### src/rtl/nvpe_arb_pkg.sv
// Shared types and widths for the NVPE data-port arbiter: master IDs, OBI field widths.
// No logic here; latency and backpressure are defined by the modules that import it.
package nvpe_arb_pkg;

  typedef enum logic {
    MID_CPU  = 1'b0,
    MID_NVPE = 1'b1
  } master_id_e;

  localparam int BE_WIDTH                = 4;
  localparam int DATA_WIDTH              = 32;
  localparam int DEFAULT_MAX_OUTSTANDING = 2;

  function automatic master_id_e other_master(input master_id_e m);
    return (m == MID_CPU) ? MID_NVPE : MID_CPU;
  endfunction

endpackage

### src/rtl/nvpe_arb_id_fifo.sv
// In-order queue of master IDs for outstanding transactions; head visible combinationally, 1-cycle write.
// Push is ignored when full unless a pop happens in the same cycle; pop is ignored when empty.
module nvpe_arb_id_fifo
  import nvpe_arb_pkg::*;
#(
  parameter int DEPTH = DEFAULT_MAX_OUTSTANDING,
  localparam int PTR_W = (DEPTH > 1) ? $clog2(DEPTH) : 1,
  localparam int CNT_W = $clog2(DEPTH + 1)
) (
  input  logic             clk_i,
  input  logic             rst_ni,
  input  logic             push,
  input  master_id_e       push_id,
  input  logic             pop,
  output master_id_e       head,
  output logic             full,
  output logic             empty,
  output logic [CNT_W-1:0] count
);

  master_id_e       mem [DEPTH];
  logic [PTR_W-1:0] wr_ptr;
  logic [PTR_W-1:0] rd_ptr;
  logic             push_ok;
  logic             pop_ok;

  function automatic logic [PTR_W-1:0] ptr_next(input logic [PTR_W-1:0] p);
    return (p == PTR_W'(DEPTH - 1)) ? '0 : p + 1'b1;
  endfunction

  assign full    = (count == CNT_W'(DEPTH));
  assign empty   = (count == '0);
  assign pop_ok  = pop && !empty;
  // A pop frees the slot the push is about to take, so full does not block it.
  assign push_ok = push && (!full || pop_ok);
  assign head    = mem[rd_ptr];

  always_ff @(posedge clk_i or negedge rst_ni) begin
    if (!rst_ni) begin
      for (int i = 0; i < DEPTH; i++) mem[i] <= MID_CPU;
      wr_ptr <= '0;
      rd_ptr <= '0;
      count  <= '0;
    end else begin
      if (push_ok) begin
        mem[wr_ptr] <= push_id;
        wr_ptr      <= ptr_next(wr_ptr);
      end
      if (pop_ok) rd_ptr <= ptr_next(rd_ptr);
      if (push_ok && !pop_ok)      count <= count + 1'b1;
      else if (pop_ok && !push_ok) count <= count - 1'b1;
    end
  end

endmodule

### src/rtl/nvpe_data_arbiter.sv
// Two-master to one-slave OBI data arbiter; zero-latency req/gnt and rvalid paths, in-order ID queue.
// Backpressure: s_req_o drops when MAX_OUTSTANDING are unanswered; NVPE_ARB_RR_EN selects round-robin.
module nvpe_data_arbiter
  import nvpe_arb_pkg::*;
#(
  parameter int MAX_OUTSTANDING = DEFAULT_MAX_OUTSTANDING,
  parameter int ADDR_WIDTH      = 32
) (
  input  logic                  clk_i,
  input  logic                  rst_ni,
  input  logic                  lock_m2_i,
  input  logic                  m1_req_i,
  output logic                  m1_gnt_o,
  output logic                  m1_rvalid_o,
  input  logic [ADDR_WIDTH-1:0] m1_addr_i,
  input  logic                  m1_we_i,
  input  logic [BE_WIDTH-1:0]   m1_be_i,
  input  logic [DATA_WIDTH-1:0] m1_wdata_i,
  output logic [DATA_WIDTH-1:0] m1_rdata_o,
  input  logic                  m2_req_i,
  output logic                  m2_gnt_o,
  output logic                  m2_rvalid_o,
  input  logic [ADDR_WIDTH-1:0] m2_addr_i,
  input  logic                  m2_we_i,
  input  logic [BE_WIDTH-1:0]   m2_be_i,
  input  logic [DATA_WIDTH-1:0] m2_wdata_i,
  output logic [DATA_WIDTH-1:0] m2_rdata_o,
  output logic                  s_req_o,
  input  logic                  s_gnt_i,
  input  logic                  s_rvalid_i,
  output logic [ADDR_WIDTH-1:0] s_addr_o,
  output logic                  s_we_o,
  output logic [BE_WIDTH-1:0]   s_be_o,
  output logic [DATA_WIDTH-1:0] s_wdata_o,
  input  logic [DATA_WIDTH-1:0] s_rdata_i,
  output logic                  err_o
);

  localparam int CNT_W = $clog2(MAX_OUTSTANDING + 1);

  logic             m1_elig;
  logic             m2_elig;
  logic             win_vld;
  master_id_e       win_id;
  logic             issue_ok;
  logic             pop_ok;
  logic             xfer_gnt;
  master_id_e       fifo_head;
  logic             fifo_full;
  logic             fifo_empty;
  logic [CNT_W-1:0] fifo_count;

  assign m1_elig = m1_req_i && !lock_m2_i;
  assign m2_elig = m2_req_i;
  assign win_vld = m1_elig || m2_elig;

`ifdef NVPE_ARB_RR_EN
  master_id_e rr_ptr;

  always_comb begin
    win_id = m1_elig ? MID_CPU : MID_NVPE;
    if (m1_elig && m2_elig) win_id = rr_ptr;
  end

  // The favourite only hands over after it has actually been served.
  always_ff @(posedge clk_i or negedge rst_ni) begin
    if (!rst_ni) begin
      rr_ptr <= MID_CPU;
    end else if (xfer_gnt && (win_id == rr_ptr)) begin
      rr_ptr <= other_master(rr_ptr);
    end
  end
`else
  always_comb begin
    win_id = m1_elig ? MID_CPU : MID_NVPE;
  end
`endif

  assign pop_ok   = s_rvalid_i && (fifo_count != '0);
  assign issue_ok = !fifo_full || pop_ok;
  assign s_req_o  = win_vld && issue_ok;
  assign xfer_gnt = s_req_o && s_gnt_i;

  assign m1_gnt_o = xfer_gnt && (win_id == MID_CPU);
  assign m2_gnt_o = xfer_gnt && (win_id == MID_NVPE);

  always_comb begin
    s_addr_o  = '0;
    s_we_o    = 1'b0;
    s_be_o    = '0;
    s_wdata_o = '0;
    if (win_vld) begin
      if (win_id == MID_CPU) begin
        s_addr_o  = m1_addr_i;
        s_we_o    = m1_we_i;
        s_be_o    = m1_be_i;
        s_wdata_o = m1_wdata_i;
      end else begin
        s_addr_o  = m2_addr_i;
        s_we_o    = m2_we_i;
        s_be_o    = m2_be_i;
        s_wdata_o = m2_wdata_i;
      end
    end
  end

  assign m1_rvalid_o = pop_ok && (fifo_head == MID_CPU);
  assign m2_rvalid_o = pop_ok && (fifo_head == MID_NVPE);
  assign m1_rdata_o  = s_rdata_i;
  assign m2_rdata_o  = s_rdata_i;

  nvpe_arb_id_fifo #(
    .DEPTH (MAX_OUTSTANDING)
  ) u_id_fifo (
    .clk_i   (clk_i),
    .rst_ni  (rst_ni),
    .push    (xfer_gnt),
    .push_id (win_id),
    .pop     (pop_ok),
    .head    (fifo_head),
    .full    (fifo_full),
    .empty   (fifo_empty),
    .count   (fifo_count)
  );

  // A response with nothing outstanding is a slave protocol violation; latched until reset.
  always_ff @(posedge clk_i or negedge rst_ni) begin
    if (!rst_ni) begin
      err_o <= 1'b0;
    end else if (s_rvalid_i && fifo_empty) begin
      err_o <= 1'b1;
    end
  end

endmodule

### config.mk
export PLATFORM = sky130hd
export DESIGN_NAME = nvpe_data_arbiter
export DESIGN_NICKNAME = d
export VERILOG_FILES = /design/src/rtl/nvpe_arb_pkg.sv /design/src/rtl/nvpe_arb_id_fifo.sv /design/src/rtl/nvpe_data_arbiter.sv
export SDC_FILE = /design/constraint.sdc
export NUM_CORES = 1
export LEC_CHECK = 0
export ABC_AREA = 1
export CELL_PAD_IN_SITES_DETAIL_PLACEMENT = 0
export CELL_PAD_IN_SITES_GLOBAL_PLACEMENT = 1
export CORE_ASPECT_RATIO = 2
export CORE_MARGIN = 2
export CORE_UTILIZATION = 13
export DETAILED_ROUTE_END_ITERATION = 16
export GPL_TIMING_DRIVEN = 1
export HOLD_SLACK_MARGIN = 0.03
export PLACE_DENSITY_LB_ADDON = 0.2
export RECOVER_POWER = 25
export SYNTH_ARGS = -nofsm -noshare
export SYNTH_HDL_FRONTEND = slang
export SYNTH_SLANG_ARGS = --single-unit
### constraint.sdc
create_clock -name clk_i -period 3.65 [get_ports clk_i]
set_input_delay 0.73 -clock clk_i [delete_from_list [all_inputs] [get_ports clk_i]]
set_output_delay 0.73 -clock clk_i [all_outputs]
set_load 0.02 [all_outputs]
==> run metrics <==
outcome=finished, final reports clean; HP Start=err_o; most frequent CP cell=clkdlybuf4s50_1; Clk pwr share=19.9%; max-slew violations=0; Synth cell types=24; total global routing overflow=0; largest net degree at the start of global routing=47; end of the critical path=s_wdata_o[8]; final wirelength=between 9 and 10 mm; setup TNS=0 ps; clk buf depth=2; ys async rst share=100%; top-count cell post-synth=nand2_1; slowest CP cell=clkdlybuf4s50_1; H-tree depth=1; Worst-Margin Slew=628 ps; fmax=307 MHz; Mapped Cells=343; mapped cell area=~1900 sq um; clock sink total=7; Worst setup EP type=output port; Crit Path Class=in2out; share of cells above drive strength 1=4.32%; starting density of the core=13.3%; core area=14400 sq um; P&R area growth vs syn=102%; num ports=roughly 320; 1st-iter DRT viols=73; DRC viols=0; die area=15700 sq um; EDFF count, synth=0; clk_skew=3.32 ps; GPL Wtd Cong=0.744; switching power=between 0.3 and 0.4 mW; Fin. Hold Viols=0; CTS Hold Bufs=0; synth cell count leaders=147 x nand2_1, 73 x buf_4, 70 x nand3_1; Pint=0.602 mW; HPWL Detailed=7.54 mm; vias=roughly 2500; total power=roughly 0.96 mW; crit path DAT=2530 ps; Net Sw Frac=approximately 37%; Die Y=between 150 and 200 um; clock-pin slew on the worst setup and hold paths=40 ps; RR Endpoint=u_id_fifo.count[1]; Synth Flop Type=dfrtp_1; total CTS buffers=3; Row Count=between 60 and 70; RSZ-0062 raised after global routing=false; Avg Inst Size Synth=between 5 and 6 sq um; Worst path max stage delay=approximately 650 ps; GRT Total Usage=11.0%; startpoint type of the worst setup path=primary input; Critical Path RT=roughly 2900 ps; worst-skew pair later-pin latency=between 200 and 250 ps; vias per cell=between 3 and 4; Worst Hold Class=reg2reg; Antenna Nets Post-Route=0; Syn Nets=approximately 520; synth top area cells=nand2_1 29%, buf_4 29%, nand3_1 18%; Root Driver=clkbuf_16; Seq/Total Area, Yosys=9.18%; CTS tree=built; Final setup viols=0; Comb power frac=about 65%; r2r setup slk=1930 ps; via count of the first global-routing pass=approximately 2600; Post-CTS Setup Inserts=0; crit-path cells=clkdlybuf4s50_1, inv_1, nand2_4, buf_4, nand3_1, nand2_1, clkdlybuf4s50_1; maximum vdd ir drop=113 uV; pwr/cell area=between 200 and 250 nW/um^2; R2R cell count=5; Layout Nets=between 600 and 700; Yosys top cell area share=around 29%; largest area contributor in the netlist=nand2_1; Max Cap Violations=0; DR pass1 iterations=4; Reg power frac=15.1%; PostCTS Resize Cnt=0; initial antenna violation count=0; Critical path origin=lock_m2_i; register bit total from synthesis=7; Synth warnings=0; Port-buffer cells=around 220; Max-slew headroom=between 50% and 60%; leak pwr=between 1.5 and 2 nW; Worst Path Max Fanout=32; Chip Width=about 90 um; period utilization=between 80% and 90%; first-pass GRT wire length=13.4 mm; number of diodes=0; FF-to-FF Start=u_id_fifo.count[0]; wire per inst=13.8 um; post-layout min period=3260 ps
-- state kept, by name, summed over array words and instances (netlist names) --
register / cells
err_o: 1
u_id_fifo.wr_ptr: 1
u_id_fifo.rd_ptr: 1
u_id_fifo.count: 2
u_id_fifo.mem: 2
-- cell usage in the layout, fill, tap and decap left out, types with 2 or more instances in the layout --
cell type	synthesis	layout
inv_2	3	3
nor2_1	3	3
buf_12	0	2
nand4_1	2	2
dfrtp_1	7	7
nand2_1	147	147
clkbuf_16	0	3
xnor2_1	3	3
nand3_1	70	70
clkdlybuf4s50_1	0	217
nand2_4	2	2
inv_1	8	8
buf_4	73	5
o21ai_0	1	2
-- through the flow --
step	util (%)	instances	hold WS (ps)	setup slack (ps)	cell area, sq um
after global placement	26.4	674	456	373	3780
after floorplan	-	343	434	1510	1910
after detailed placement	26.4	674	461	398	3780
final	26.9	678	462	392	3860
after global routing	26.9	678	488	307	3860
after CTS	26.9	678	470	372	3860
-- worst max-delay path: cells and delay by family --
| family | cells | cell delay (ps) |
|---|---|---|
| buffers and inverters | 4 | 1500 |
| AND/OR/NAND/NOR | 3 | 290 |
-- cell type report --
| type | instances | area (sq um) |
|---|---|---|
| multi-input combinational | 238 | 1060 |
| clock buffer | 4 | 78.8 |
| fill | 1603 | 10500 |
| inverter | 11 | 41.3 |
| sequential | 7 | 175 |
| timing repair buffer | 226 | 2260 |
| tap | 192 | 240 |
-- routing by layer --
layer	global-route usage, %	vias up	wire [um]	part of all wire [%]
met5	0	-	0	0
met4	4.23	0	353	3.8
met3	1.69	37	729	7.8
met2	21.8	127	5220	56
met1	10.7	1075	3070	33
li1	-	1296	-	-
-- worst min-delay path by stage --
stage                  to  slack [ps]  depth (start not counted)
finish              err_o         460                          1
global route        err_o         490                          1
CTS                 err_o         470                          1
detailed placement  err_o         460                          1
global placement    err_o         460                          1
floorplan           err_o         430                          0
-- kinds of logic (layout without fill, tap and decap cells) --
| family | after synthesis | in the layout | share of synthesized area (%) |
|---|---|---|---|
| flip-flops | 7 | 7 | 9.18 |
| XOR/XNOR | 3 | 3 | 1.38 |
| AO/OA/AOI/OAI | 2 | 2 | 0.721 |
| buffers and inverters | 98 | 241 | 35.1 |
| adder cells (fa/ha/maj) | 1 | 1 | 0.656 |
| multiplexers | 1 | 1 | 0.525 |
| AND/OR/NAND/NOR | 231 | 231 | 52.4 |
-- power by group through the flow --
| stage | clock network [mW] | registers (mW) | logic [mW] |
|---|---|---|---|
| 2_1_floorplan | 0 | 0.142 | 0.394 |
| 3_3_place_gp | 0 | 0.148 | 0.629 |
| 3_5_place_dp | 0 | 0.149 | 0.631 |
| 4_1_cts | 0.195 | 0.148 | 0.634 |
| 5_1_grt | 0.201 | 0.152 | 0.676 |
| 6_report | 0.191 | 0.145 | 0.622 |
Power figures use the tool's default switching activity.
